File: config.mk
export PLATFORM = sky130hd
export DESIGN_NAME = axi_decerr_slave_flat
export DESIGN_NICKNAME = d
export VERILOG_FILES = /design/src/rtl/axi_decerr_slave_if.sv /design/src/rtl/axi_decerr_slave.sv /design/src/flat_wrapper.sv
export SDC_FILE = /design/constraint.sdc
export NUM_CORES = 1
export LEC_CHECK = 0
export CAP_MARGIN = 20
export CORE_ASPECT_RATIO = 0.75
export CORE_UTILIZATION = 23
export DETAILED_ROUTE_END_ITERATION = 7
export PLACE_DENSITY_LB_ADDON = 0.3
export SLEW_MARGIN = 30
export SYNTH_ARGS = -nofsm -noshare
export SYNTH_HDL_FRONTEND = slang
export SYNTH_SLANG_ARGS = --single-unit
File: constraint.sdc
create_clock -name clk -period 1.5 [get_ports clk]
set_input_delay 0.375 -clock clk [delete_from_list [all_inputs] [get_ports clk]]
set_output_delay 0.375 -clock clk [all_outputs]
set_load 0.05 [all_outputs]
File: src/rtl/axi_decerr_slave_if.sv
// AXI4 bundle between the interconnect's unmapped-address port and the default slave.
// No logic and no latency; it only groups the AW/W/B/AR/R channel signals.
// Backpressure is carried by the channel valid/ready pairs.
interface axi_decerr_slave_if #(
   parameter int ID_W   = 8,
   parameter int ADDR_W = 32,
   parameter int DATA_W = 32,
   parameter int LEN_W  = 4
);
   logic [ID_W-1:0]     awid_i;
   logic [ADDR_W-1:0]   awaddr_i;
   logic [LEN_W-1:0]    awlen_i;
   logic [2:0]          awsize_i;
   logic [1:0]          awburst_i;
   logic                awvalid_i;
   logic                awready_o;

   logic [DATA_W-1:0]   wdata_i;
   logic [DATA_W/8-1:0] wstrb_i;
   logic                wlast_i;
   logic                wvalid_i;
   logic                wready_o;

   logic [ID_W-1:0]     bid_o;
   logic [1:0]          bresp_o;
   logic                bvalid_o;
   logic                bready_i;

   logic [ID_W-1:0]     arid_i;
   logic [ADDR_W-1:0]   araddr_i;
   logic [LEN_W-1:0]    arlen_i;
   logic [2:0]          arsize_i;
   logic [1:0]          arburst_i;
   logic                arvalid_i;
   logic                arready_o;

   logic [ID_W-1:0]     rid_o;
   logic [DATA_W-1:0]   rdata_o;
   logic [1:0]          rresp_o;
   logic                rlast_o;
   logic                rvalid_o;
   logic                rready_i;

   modport slave (
      input  awid_i, awaddr_i, awlen_i, awsize_i, awburst_i, awvalid_i,
      output awready_o,
      input  wdata_i, wstrb_i, wlast_i, wvalid_i,
      output wready_o,
      output bid_o, bresp_o, bvalid_o,
      input  bready_i,
      input  arid_i, araddr_i, arlen_i, arsize_i, arburst_i, arvalid_i,
      output arready_o,
      output rid_o, rdata_o, rresp_o, rlast_o, rvalid_o,
      input  rready_i
   );

   modport master (
      output awid_i, awaddr_i, awlen_i, awsize_i, awburst_i, awvalid_i,
      input  awready_o,
      output wdata_i, wstrb_i, wlast_i, wvalid_i,
      input  wready_o,
      input  bid_o, bresp_o, bvalid_o,
      output bready_i,
      output arid_i, araddr_i, arlen_i, arsize_i, arburst_i, arvalid_i,
      input  arready_o,
      input  rid_o, rdata_o, rresp_o, rlast_o, rvalid_o,
      output rready_i
   );
endinterface

File: src/rtl/axi_decerr_slave.sv
// AXI4 default slave: completes any burst with ERR_RESP; optional error log under `DECERR_LOG_EN.
// Latency: write B one cycle after WLAST; first R beat one cycle after the AR handshake.
// Backpressure: one outstanding burst per direction; B and R payload held while ready is low.
module axi_decerr_slave #(
   parameter int               ID_W       = 8,
   parameter int               ADDR_W     = 32,
   parameter int               DATA_W     = 32,
   parameter int               LEN_W      = 4,
   parameter logic [1:0]       ERR_RESP   = 2'b11,
   parameter logic [DATA_W-1:0] RDATA_FILL = {DATA_W{1'b0}}
) (
   input  logic               clk,
   input  logic               rst,
   axi_decerr_slave_if.slave  bus
`ifdef DECERR_LOG_EN
   ,
   output logic [15:0]        err_cnt_o,
   output logic [ADDR_W-1:0]  err_addr_o
`endif
);

   typedef enum logic [1:0] {W_IDLE, W_DATA, W_RESP} w_state_t;
   typedef enum logic       {R_IDLE, R_DATA}         r_state_t;

   w_state_t         w_state_q, w_state_d;
   r_state_t         r_state_q, r_state_d;

   logic [ID_W-1:0]  w_id_q;
   logic [LEN_W-1:0] w_len_q;
   logic [LEN_W-1:0] w_cnt_q;
   logic [ID_W-1:0]  r_id_q;
   logic [LEN_W-1:0] r_len_q;
   logic [LEN_W-1:0] r_cnt_q;

   logic aw_rdy, w_rdy, b_vld;
   logic ar_rdy, r_vld;
   logic aw_hs, w_hs, ar_hs, r_hs;
   logic r_last;

   // Address-channel ready is forced low while reset is asserted, even though the FSMs sit in IDLE.
   assign bus.awready_o = aw_rdy & rst;
   assign bus.arready_o = ar_rdy & rst;
   assign bus.wready_o  = w_rdy;
   assign bus.bvalid_o  = b_vld;
   assign bus.bid_o     = w_id_q;
   assign bus.bresp_o   = ERR_RESP;
   assign bus.rvalid_o  = r_vld;
   assign bus.rid_o     = r_id_q;
   assign bus.rdata_o   = RDATA_FILL;
   assign bus.rresp_o   = ERR_RESP;
   assign bus.rlast_o   = r_last;

   assign aw_hs  = bus.awvalid_i & bus.awready_o;
   assign w_hs   = bus.wvalid_i  & w_rdy;
   assign ar_hs  = bus.arvalid_i & bus.arready_o;
   assign r_hs   = r_vld & bus.rready_i;
   assign r_last = (r_state_q == R_DATA) && (r_cnt_q == r_len_q);

   // Payload, size and burst type never affect the error response; the captured write length
   // and beat count are kept for observability only.
   logic unused_ok;
   assign unused_ok = ^{bus.awaddr_i, bus.awsize_i, bus.awburst_i, bus.wdata_i, bus.wstrb_i,
                        bus.araddr_i, bus.arsize_i, bus.arburst_i, w_len_q, w_cnt_q};

   // Write and read FSM state registers.
   always_ff @(posedge clk or negedge rst) begin
      if (!rst) begin
         w_state_q <= W_IDLE;
         r_state_q <= R_IDLE;
      end else begin
         w_state_q <= w_state_d;
         r_state_q <= r_state_d;
      end
   end

   // Write FSM: accept AW, sink W beats until WLAST, then hold B until accepted.
   always_comb begin
      w_state_d = w_state_q;
      aw_rdy    = 1'b0;
      w_rdy     = 1'b0;
      b_vld     = 1'b0;
      case (w_state_q)
         W_IDLE: begin
            aw_rdy = 1'b1;
            if (bus.awvalid_i) w_state_d = W_DATA;
         end
         W_DATA: begin
            w_rdy = 1'b1;
            if (bus.wvalid_i && bus.wlast_i) w_state_d = W_RESP;
         end
         W_RESP: begin
            b_vld = 1'b1;
            if (bus.bready_i) w_state_d = W_IDLE;
         end
         default: w_state_d = W_IDLE;
      endcase
   end

   // Read FSM: accept AR, then stream len+1 error beats.
   always_comb begin
      r_state_d = r_state_q;
      ar_rdy    = 1'b0;
      r_vld     = 1'b0;
      case (r_state_q)
         R_IDLE: begin
            ar_rdy = 1'b1;
            if (bus.arvalid_i) r_state_d = R_DATA;
         end
         R_DATA: begin
            r_vld = 1'b1;
            if (bus.rready_i && r_last) r_state_d = R_IDLE;
         end
         default: r_state_d = R_IDLE;
      endcase
   end

   // Write-side capture: ID and length on AW, beat counter on each W handshake.
   always_ff @(posedge clk or negedge rst) begin
      if (!rst) begin
         w_id_q  <= '0;
         w_len_q <= '0;
         w_cnt_q <= '0;
      end else if (aw_hs) begin
         w_id_q  <= bus.awid_i;
         w_len_q <= bus.awlen_i;
         w_cnt_q <= '0;
      end else if (w_hs) begin
         w_cnt_q <= w_cnt_q + LEN_W'(1);
      end
   end

   // Read-side capture: ID and length on AR; counter steps per beat and clears after the last.
   always_ff @(posedge clk or negedge rst) begin
      if (!rst) begin
         r_id_q  <= '0;
         r_len_q <= '0;
         r_cnt_q <= '0;
      end else if (ar_hs) begin
         r_id_q  <= bus.arid_i;
         r_len_q <= bus.arlen_i;
         r_cnt_q <= '0;
      end else if (r_hs) begin
         r_cnt_q <= r_last ? '0 : r_cnt_q + LEN_W'(1);
      end
   end

`ifdef DECERR_LOG_EN
   logic [16:0] err_sum;
   assign err_sum = {1'b0, err_cnt_o} + 17'(aw_hs) + 17'(ar_hs);

   // Error log: saturating request count and last errored address (AR wins a same-cycle tie).
   always_ff @(posedge clk or negedge rst) begin
      if (!rst) begin
         err_cnt_o  <= '0;
         err_addr_o <= '0;
      end else begin
         err_cnt_o <= err_sum[16] ? 16'hFFFF : err_sum[15:0];
         if (ar_hs)      err_addr_o <= bus.araddr_i;
         else if (aw_hs) err_addr_o <= bus.awaddr_i;
      end
   end
`endif

endmodule

File: src/flat_wrapper.sv
// flat-port wrapper written by rule: the top's interface ports become plain ports
module axi_decerr_slave_flat 
#(
   parameter int               ID_W       = 8,
   parameter int               ADDR_W     = 32,
   parameter int               DATA_W     = 32,
   parameter int               LEN_W      = 4,
   parameter logic [1:0]       ERR_RESP   = 2'b11,
   parameter logic [DATA_W-1:0] RDATA_FILL = {DATA_W{1'b0}}
)
  (clk, rst, bus_awid_i, bus_awaddr_i, bus_awlen_i, bus_awsize_i, bus_awburst_i, bus_awvalid_i, bus_awready_o, bus_wdata_i, bus_wstrb_i, bus_wlast_i, bus_wvalid_i, bus_wready_o, bus_bid_o, bus_bresp_o, bus_bvalid_o, bus_bready_i, bus_arid_i, bus_araddr_i, bus_arlen_i, bus_arsize_i, bus_arburst_i, bus_arvalid_i, bus_arready_o, bus_rid_o, bus_rdata_o, bus_rresp_o, bus_rlast_o, bus_rvalid_o, bus_rready_i);
  axi_decerr_slave_if #(.ID_W(ID_W), .ADDR_W(ADDR_W), .DATA_W(DATA_W), .LEN_W(LEN_W)) bus_i ();
  input  logic clk;
  input  logic rst;
  input wire logic [$bits(bus_i.awid_i)-1:0] bus_awid_i;
  input wire logic [$bits(bus_i.awaddr_i)-1:0] bus_awaddr_i;
  input wire logic [$bits(bus_i.awlen_i)-1:0] bus_awlen_i;
  input wire logic [$bits(bus_i.awsize_i)-1:0] bus_awsize_i;
  input wire logic [$bits(bus_i.awburst_i)-1:0] bus_awburst_i;
  input wire logic [$bits(bus_i.awvalid_i)-1:0] bus_awvalid_i;
  output wire logic [$bits(bus_i.awready_o)-1:0] bus_awready_o;
  input wire logic [$bits(bus_i.wdata_i)-1:0] bus_wdata_i;
  input wire logic [$bits(bus_i.wstrb_i)-1:0] bus_wstrb_i;
  input wire logic [$bits(bus_i.wlast_i)-1:0] bus_wlast_i;
  input wire logic [$bits(bus_i.wvalid_i)-1:0] bus_wvalid_i;
  output wire logic [$bits(bus_i.wready_o)-1:0] bus_wready_o;
  output wire logic [$bits(bus_i.bid_o)-1:0] bus_bid_o;
  output wire logic [$bits(bus_i.bresp_o)-1:0] bus_bresp_o;
  output wire logic [$bits(bus_i.bvalid_o)-1:0] bus_bvalid_o;
  input wire logic [$bits(bus_i.bready_i)-1:0] bus_bready_i;
  input wire logic [$bits(bus_i.arid_i)-1:0] bus_arid_i;
  input wire logic [$bits(bus_i.araddr_i)-1:0] bus_araddr_i;
  input wire logic [$bits(bus_i.arlen_i)-1:0] bus_arlen_i;
  input wire logic [$bits(bus_i.arsize_i)-1:0] bus_arsize_i;
  input wire logic [$bits(bus_i.arburst_i)-1:0] bus_arburst_i;
  input wire logic [$bits(bus_i.arvalid_i)-1:0] bus_arvalid_i;
  output wire logic [$bits(bus_i.arready_o)-1:0] bus_arready_o;
  output wire logic [$bits(bus_i.rid_o)-1:0] bus_rid_o;
  output wire logic [$bits(bus_i.rdata_o)-1:0] bus_rdata_o;
  output wire logic [$bits(bus_i.rresp_o)-1:0] bus_rresp_o;
  output wire logic [$bits(bus_i.rlast_o)-1:0] bus_rlast_o;
  output wire logic [$bits(bus_i.rvalid_o)-1:0] bus_rvalid_o;
  input wire logic [$bits(bus_i.rready_i)-1:0] bus_rready_i;
  assign bus_i.awid_i = bus_awid_i;
  assign bus_i.awaddr_i = bus_awaddr_i;
  assign bus_i.awlen_i = bus_awlen_i;
  assign bus_i.awsize_i = bus_awsize_i;
  assign bus_i.awburst_i = bus_awburst_i;
  assign bus_i.awvalid_i = bus_awvalid_i;
  assign bus_awready_o = bus_i.awready_o;
  assign bus_i.wdata_i = bus_wdata_i;
  assign bus_i.wstrb_i = bus_wstrb_i;
  assign bus_i.wlast_i = bus_wlast_i;
  assign bus_i.wvalid_i = bus_wvalid_i;
  assign bus_wready_o = bus_i.wready_o;
  assign bus_bid_o = bus_i.bid_o;
  assign bus_bresp_o = bus_i.bresp_o;
  assign bus_bvalid_o = bus_i.bvalid_o;
  assign bus_i.bready_i = bus_bready_i;
  assign bus_i.arid_i = bus_arid_i;
  assign bus_i.araddr_i = bus_araddr_i;
  assign bus_i.arlen_i = bus_arlen_i;
  assign bus_i.arsize_i = bus_arsize_i;
  assign bus_i.arburst_i = bus_arburst_i;
  assign bus_i.arvalid_i = bus_arvalid_i;
  assign bus_arready_o = bus_i.arready_o;
  assign bus_rid_o = bus_i.rid_o;
  assign bus_rdata_o = bus_i.rdata_o;
  assign bus_rresp_o = bus_i.rresp_o;
  assign bus_rlast_o = bus_i.rlast_o;
  assign bus_rvalid_o = bus_i.rvalid_o;
  assign bus_i.rready_i = bus_rready_i;
  axi_decerr_slave #(.ID_W(ID_W), .ADDR_W(ADDR_W), .DATA_W(DATA_W), .LEN_W(LEN_W), .ERR_RESP(ERR_RESP), .RDATA_FILL(RDATA_FILL)) u_core (.clk(clk), .rst(rst), .bus(bus_i));
endmodule
==> results.toml, run 1 <==
[worst_setup_path]
startpoint_type = "flop"
required_ps = 1120
crit_type = "reg -> out"
cp_max_fo = 2
crit_arrival_ps = 1500
end_kind = "output pin"

[timing]
fmax_ghz = 0.532
period_share_pct = 125
holdWs_ps = 68.1
min_period_ps = 1880
skew_ps = 4.44
fin_ws_ps = -379
finalMaxSlewViolations = 0
hold_viol = 0
rsz0062_at_grt = "yes"
setup_viol = 4

[cts]
htree_levels = 1
clk_pin_slew_worst_paths_ps = 100
cts_sinks = 27
cts_tree = "built"
cts_made_buffers = 3
clk_latency_ps = 280
cts.path.max_buffers = 2
cts_root_buffer = "clkbuf_8"
hold_buffers = 0

[grt]
grt_pass1_wl_mm = 4.92
grt_pass1_vias = 934
grt_antenna_before_repair = 0
grt_overflow_total = 0
grt_use_met2_pct = 14.6
grt_max_degree = 17
grtUsageMet3_pct = 3.77
top_usage_layer = "met2"
met1_usage_pct = 12.6
grt_usage_pct = 9.51

[cells_and_area]
post-route-util_pct = 37.4
stdcell_count = 270
fill_cells = 636
final_nets = 333
antenna_cells = 0
drive_gt1_share_pct = 40.2
syn_to_final_growth_pct = 55.4

[run_status]
violations = "setup timing"
status = "finished with violations"

[placed_design]
dp.cells = 260
dpl.hpwl_mm = 2.30
gp_congestion = 0.732
io_buffers = 49
post-place-ws_ps = -143

[synth]
synth_xor_xnor_area_share_pct = 2.30
synth_top_family_by_area = "buffers and inverters"
synth_compound_area_share_pct = 4.92
postSynthCellCount = 125
syn_avg_cell_area_um2 = 12.2
muxShareOfSynthArea_pct = 16.7
synth-simple-area-share_pct = 10.0
synthAdderAreaFrac_pct = 0.820
synth_area_mm2 = 0.00153
synth_seq_cells = 27
yosysUniqueCellTypes = 28
yosysSeqAreaShare_pct = 44.3
yosysWarnings = 0

[route]
drt-wirelength-per-cell_um = 11.4
drc = 0
vias_per_cell = 3.67
routed_wl_mm = 3.09
drt-pass1-iter-count = 4
vias = 990
ant_nets = 0
first_iter_violations = 35

[power_and_ir_drop]
power_density_mw_per_mm2 = 2120
vdd_ir_drop_max_uv = 1030
leakage_nw = 1.09

[floorplanning]
initial_core_util_pct = 24.0
die_h_um = 72.6
num_io_pins = 200
fp-row-count = 25
core-area_mm2 = 0.00635
dieArea_mm2 = 0.00697
die_w_um = 96.1

[run]
maxCapViolCount = 0

[hold_path]
hold_path_class = "in -> async"
-- synthesized netlist by cell type --
| master | n | area share [%] |
|---|---|---|
| o2111ai_1 | 2 | 1.1 |
| mux2_4 | 8 | 7.9 |
| nand3_1 | 5 | 1.6 |
| buf_12 | 1 | 1.3 |
| nand2_1 | 2 | 0.49 |
| a21o_1 | 1 | 0.49 |
| ha_1 | 1 | 0.82 |
| conb_1 | 2 | 0.49 |
| a21oi_1 | 3 | 0.98 |
| xor2_1 | 4 | 2.3 |
| nand4_1 | 1 | 0.41 |
| nor3b_2 | 1 | 0.82 |
| buf_6 | 2 | 1.5 |
| nor2b_1 | 3 | 1.2 |
| nand3b_4 | 1 | 1.3 |
| nand2b_1 | 1 | 0.41 |
| o21ai_0 | 2 | 0.66 |
| dfrtp_1 | 27 | 44 |
| buf_4 | 36 | 18 |
| a31o_2 | 1 | 0.57 |
| nor2_1 | 2 | 0.49 |
| and2_4 | 1 | 0.57 |
| a311oi_1 | 1 | 0.57 |
| and2_1 | 2 | 0.82 |
| nor4_4 | 1 | 1.4 |
| o31ai_1 | 1 | 0.49 |
| or2_2 | 1 | 0.41 |
| mux2_2 | 12 | 8.9 |
-- power by group --
| part | total [mW] | switching (mW) | internal (mW) |
|---|---|---|---|
| Clock | 0.438 | 0.249 | 0.189 |
| Combinational | 3.20 | 1.60 | 1.60 |
| Sequential | 1.40 | 0.340 | 1.06 |
| Total | 5.04 | 2.19 | 2.85 |
-- critical path, cell delays in order, from the launching register on --
cell and delay (ps):
dfrtp_1 410, xor2_1 190, nor4_4 310, and2_4 200
buf_12 130
-- repair_timing --
action                     in CTS  in global routing
gates cloned                    0                  0
gates resized for setup         4                  4
pin swaps                       1                  1
setup endpoints to repair       4                  5
setup buffers                   1                  5
-- per-stage QoR --
step	TNS [ps]	instance area [um2]	total power [mW]
global placement	-2220	2240	4.50
CTS	-515	2300	5.01
global route	-740	2370	5.30
finish	-523	2370	5.04
floorplan	-2040	1670	3.11
detailed placement	-2350	2240	4.52
-- sequential cells by signal, indices dropped and copies added, names as in the netlist --
register / count
u_core.r_cnt_q: 4
u_core.w_state_q: 2
u_core.bus.bid_o: 8
u_core.r_len_q: 4
u_core.bus.rid_o: 8
u_core.r_state_q: 1
-- metal layers --
| metal | vias up | share of wire (%) |
|---|---|---|
| li1 | 480 | - |
| met1 | 464 | 45 |
| met2 | 44 | 47 |
| met3 | 2 | 7.3 |
| met4 | 0 | 0.81 |
| met5 | - | 0 |
-- cell families after synthesis --
family / Yosys count
buffers and inverters: 39
flip-flops: 27
AND/OR/NAND/NOR: 21
multiplexers: 20
AO/OA/AOI/OAI: 11
XOR/XNOR: 4
other: 2
adder cells (fa/ha/maj): 1
-- final timing paths --
check / start / to / slack [ps] / cells past startpoint
worst min register to register: u_core.r_len_q[1] / u_core.r_len_q[1] / 540 / 1
worst max register to register: u_core.w_state_q[1] / u_core.bus.bid_o[2] / 100 / 3
max in group asynchronous: rst / u_core.r_state_q / 1070 / 3
worst min-delay path: rst / u_core.bus.bid_o[0] / 70 / 2
worst max-delay path: u_core.r_cnt_q[0] / bus_rlast_o / -380 / 4
min in group clk: u_core.r_len_q[1] / u_core.r_len_q[1] / 540 / 1
-- final cells by class --
type	instances	area (um2)	share of cell area [%]
flip-flops and latches	27	679	28.6
clock buffers	3	41.3	1.74
multi-input cells	93	697	29.4
well taps	81	101	4.27
clock inverters	1	7.51	0.316
repair buffers	65	846	35.7
-- cell usage in the layout, fill, tap and decap left out, types with 2 or more instances in the layout --
master           netlist  layout
conb_1                 2      36
clkdlybuf4s50_1        0      26
dfrtp_1               27      24
buf_12                 1      23
buf_4                 36      13
mux2_2                12      12
mux2_4                 8       8
nand3_1                5       5
xor2_1                 4       4
nor2b_4                0       3
a21oi_1                3       3
clkbuf_8               0       3
dfrtp_2                0       3
and2_4                 1       2
nor2_1                 2       2
o2111ai_1              2       2
nand2_1                2       2
o21ai_0                2       2
buf_6                  2       2
No activity file was read; power rests on OpenSTA's default activity.
==> run 2: changes to the inputs <==
Settings changed: HOLD_SLACK_MARGIN from default to 0.08.
==> run 2 against run 1 <==
Net effect:
- the run still ends with setup timing left
- maximum frequency hardly changed
- via count increased by 0.61%
- first-iteration DRC count is 5.7% lower
- non-clock buffer count rose by 1
- die area did not move
- setup slack is essentially flat
- clock-buffer cell count unchanged
- power hardly changed
- clock skew hardly changed
- register-to-register slack is essentially flat
- critical path type unchanged
- largest cell class unchanged
- largest power group unchanged
==> results.toml, run 2 (same netlist as run 1, synthesis figures left out) <==
[run_status]
status = "finished with violations"
violations = "setup timing"

[cells_and_area]
fill_cells = 638
final_nets = 334
layout_commonest_cell = "conb_1"
final_cell_mix = "conb_1 (36), clkdlybuf4s50_1 (26), dfrtp_1 (24)"
antenna_cells = 0
syn_to_final_growth_pct = 56.1
post-route-util_pct = 37.5
drive_gt1_share_pct = 40.0

[grt]
grt_use_met2_pct = 14.7
grt_max_degree = 17
grtUsageMet3_pct = 3.77
top_usage_layer = "met2"
grt_pass1_vias = 943
grt_overflow_total = 0
met1_usage_pct = 12.8
grt_pass1_wl_mm = 4.97
grt_usage_pct = 9.58
grt_antenna_before_repair = 0

[worst_setup_path]
startpoint_type = "flop"
rrSetupSlack_ps = 100
required_ps = 1120
crit_type = "reg -> out"
end_kind = "output pin"
cp_max_fo = 2
crit_arrival_ps = 1500

[run]
maxCapViolCount = 0

[floorplanning]
initial_core_util_pct = 24.0
die_w_um = 96.1
core-area_mm2 = 0.00635
fp-row-count = 25
die_h_um = 72.6
num_io_pins = 200
dieArea_mm2 = 0.00697

[cts]
clk_pin_slew_worst_paths_ps = 100
cts_sinks = 27
cts.path.max_buffers = 2
htree_levels = 1
cts_root_buffer = "clkbuf_8"
cts_made_buffers = 3
cts_tree = "built"
clk_latency_ps = 280

[route]
vias_per_cell = 3.68
routed_wl_mm = 3.11
drt-pass1-iter-count = 4
drt-wirelength-per-cell_um = 11.5
ant_nets = 0
drc = 0
first_iter_violations = 33
vias = 996

[timing]
period_share_pct = 125
fmax_ghz = 0.532
skew_ps = 4.43
hold_viol = 0
setup_viol = 4
rsz0062_at_grt = "yes"
fin_ws_ps = -379
min_period_ps = 1880
holdWs_ps = 215
finalMaxSlewViolations = 0

[power_and_ir_drop]
power_mw = 5.04
vdd_ir_drop_max_uv = 1030
leakage_nw = 1.10
power_density_mw_per_mm2 = 2120

[placed_design]
dpl.hpwl_mm = 2.30
io_buffers = 49
gp_congestion = 0.732

[hold_path]
hold_path_class = "in -> async"
## run 2: changes by cell type in the layout (fill, tap and decap cells not counted)
cell           delta
dlygate4sd3_1     +1
## run 2: layout make-up
type	instances	area [um2]	area share (%)
clock buffers	3	41.3	1.73
clock inverters	1	7.51	0.315
multi-input cells	93	697	29.3
flip-flops and latches	27	679	28.5
well taps	81	101	4.25
repair buffers	66	856	35.9
## run 2: path summary, 6_finish.rpt
path,cells past startpoint,end,from
worst max-delay path,4,bus_rlast_o,u_core.r_cnt_q[0]
max in group asynchronous,3,u_core.w_state_q[1],rst
min in group clk,1,u_core.r_len_q[1],u_core.r_len_q[1]
worst max register to register,3,u_core.bus.bid_o[2],u_core.w_state_q[1]
worst min register to register,1,u_core.r_len_q[1],u_core.r_len_q[1]
worst min-delay path,3,u_core.r_len_q[3],rst
## run 2: repair_timing
| action | CTS | global route |
|---|---|---|
| cloned | 0 | 0 |
| endpoints found under the setup margin | 4 | 5 |
| resized for setup | 4 | 4 |
| hold buffers | 1 | 0 |
| setup buffers | 1 | 5 |
| hold endpoints to repair | 1 | 0 |
| pin swaps | 1 | 1 |
## run 2: through the flow
| step | setup WS (ps) | area (um2) | cells | setup TNS [ps] |
|---|---|---|---|---|
| after floorplan | -228 | 1670 | 159 | -2040 |
| after global placement | -134 | 2240 | 260 | -2220 |
| after detailed placement | -143 | 2240 | 260 | -2350 |
| after CTS | -411 | 2310 | 266 | -515 |
| after global routing | -454 | 2380 | 271 | -740 |
| final | -379 | 2380 | 271 | -523 |
## run 2: routing by layer
layer / wire, um / vias up
met5: 0 / -
met4: 25 / 0
met3: 226 / 2
met2: 1450 / 44
met1: 1410 / 468
li1: - / 482
## run 2: critical path: stages (launching register included)
cell and delay [ps]:
dfrtp_1 410, xor2_1 190, nor4_4 310, and2_4 200
buf_12 130
## run 2: where the power goes
| group | internal (mW) | switching, mW |
|---|---|---|
| clock network | 0.189 | 0.249 |
| registers | 1.06 | 0.340 |
| logic | 1.60 | 1.60 |
| total | 2.85 | 2.19 |
==> run 3: changes to the inputs <==
Settings changed: CORE_UTILIZATION 23 to 27, GPL_ROUTABILITY_DRIVEN from default to 0.
Clock period 1.5 ns to 2.2 ns, I/O delays scaled along.
==> run 3 against run 2 <==
Net effect:
- the flow now finishes without violations
- setup slack gained 470 ps
- first-iteration DRC count is 6.1% lower
- critical path depth is 1 lower
- sequential share of layout area grew 4.6 points
- power decreased by 42%
- combinational power shrank 46%
- register-to-register slack improved by 580 ps
- final cell count is 6.6% lower
- wire length down 8.5%
- global-route usage up 0.46 points
- sequential cell count is the same
- critical path type is now in -> out
- largest cell class is now multi-input combinational cells
- highest routed layer is now met3
==> results.toml, run 3 (same netlist as run 1, synthesis figures left out) <==
[run_status]
status = "complete, no violations"

[hold_path]
hold_path_class = "reg -> reg"
min-delay-start = "u_core.bus.bid_o[4]"
hold_depth = 1

[cells_and_area]
design_area_mm2 = 0.00205
syn_to_final_growth_pct = 34.6
final_cell_mix = "clkdlybuf4s50_1 (43), conb_1 (36), dfrtp_1 (24)"
antenna_cells = 0
layout_commonest_cell = "clkdlybuf4s50_1"
final_nets = 322
drive_gt1_share_pct = 25.8

[route]
drt-wirelength-per-cell_um = 11.2
drt-pass1-iter-count = 4
vias_per_cell = 3.85
ant_nets = 0
routed_wl_mm = 2.84
first_iter_violations = 31
drc = 0
vias = 973

[worst_setup_path]
cp_max_fo = 3
reg2reg_depth = 4
crit_type = "in -> out"
timing.rr.start = "u_core.w_state_q[0]"
startpoint_type = "input pin"
crit_arrival_ps = 1560
required_ps = 1650
crit_start = "rst"
end_kind = "output pin"

[floorplanning]
dieArea_mm2 = 0.00596
initial_core_util_pct = 28.4
fp-row-count = 23
core-area_mm2 = 0.00538
die_h_um = 67.1
num_io_pins = 200
die_w_um = 88.8

[cts]
clk_latency_ps = 280
cts_sinks = 27
clk_pin_slew_worst_paths_ps = 90
cts_root_buffer = "clkbuf_8"
cts.path.max_buffers = 2
hold_buffers = 0
htree_levels = 1
cts_made_buffers = 3
cts_tree = "built"

[timing]
period_share_pct = 95.7
finalMaxSlewViolations = 0
fmax_ghz = 0.475
setup_viol = 0
worst_pin_slew_ps = 525
setup-tns-final_ps = 0
skew_ps = 9.64
rsz0062_at_grt = "no"
max-slew-margin-rel_pct = 64.9
hold_viol = 0
min_period_ps = 2110

[power_and_ir_drop]
power_density_mw_per_mm2 = 1420
leakage_nw = 0.922
clockPowerShare_pct = 10.1
power.internal_mw = 1.54
sw_frac_of_total_pct = 47.3
p_sw_mw = 1.38
vdd_ir_drop_max_uv = 612
seqPwrFrac_pct = 30.6
p_comb_share_pct = 59.3

[grt]
grt_antenna_before_repair = 0
grt_overflow_total = 0
grt_pass1_vias = 837
grt_usage_pct = 10.0
grt_pass1_wl_mm = 4.33
grt_max_degree = 28

[placed_design]
io_buffers = 49
dpl.hpwl_mm = 2.10
placed_area_mm2 = 0.00197

[run]
maxCapViolCount = 0
## run 3: cell types whose count changed in the layout (fill, tap and decap cells not counted), sizes merged
cell | previous run | this run
buf | 39 | 11
clkdlybuf4s50 | 26 | 43
dlygate4sd3 | 1 | 0
## run 3: final timing paths
kind | end | slack (ps)
worst max-delay path | bus_awready_o | 90
worst min register to register | u_core.bus.bid_o[4] | 510
worst max register to register | u_core.bus.bid_o[4] | 680
max in group asynchronous | u_core.r_cnt_q[1] | 1010
min in group asynchronous | u_core.r_state_q | 900
worst min-delay path | u_core.bus.bid_o[4] | 510
## run 3: layout make-up
type,count,area (um2)
sequential,27,679
fill,549,3330
clock buffer,3,41.3
tap,75,93.8
multi-input combinational,93,682
timing repair buffer,54,551
clock inverter,1,7.51
## run 3: power by group through the flow
stage	sequential (mW)	clock (mW)	combinational, mW
after floorplan	1.40	0	0.701
after global placement	0.891	0	1.69
after detailed placement	0.896	0	1.70
after CTS	0.889	0.310	1.71
after global routing	0.923	0.333	1.83
final	0.892	0.295	1.73
## run 3: what timing repair did
item | 4_1_cts | 5_1_grt
endpoints found under the setup margin | 1 | 2
hold endpoints to repair | 0 | 0
gates cloned | 0 | 0
pin swaps | 0 | 2
gates resized for setup | 2 | 4
setup buffers | 0 | 2
## run 3: worst max-delay path: stages
cell and delay (ps):
clkdlybuf4s50_1 560, nor3b_4 270, buf_12 170
## run 3: stage by stage
stage | hold slack (ps) | power (mW) | setup WS, ps | utilization [%] | std cells
floorplan | 254 | 2.10 | 155 | - | 159
global placement | 487 | 2.58 | 21.7 | 36.6 | 247
detailed placement | 493 | 2.59 | 1.46 | 36.6 | 247
CTS | 517 | 2.91 | 26.8 | 37.6 | 251
global route | 525 | 3.08 | 8.76 | 38.2 | 253
finish | 515 | 2.91 | 94.8 | 38.2 | 253
## run 3: layer usage
metal / global-route usage, % / up-vias / wire (um)
met4: 3.02 / 0 / 0
met3: 3.22 / 0 / 241
met5: 0 / - / 0
met1: 14.2 / 460 / 1400
met2: 14.4 / 58 / 1200
li1: - / 455 / -
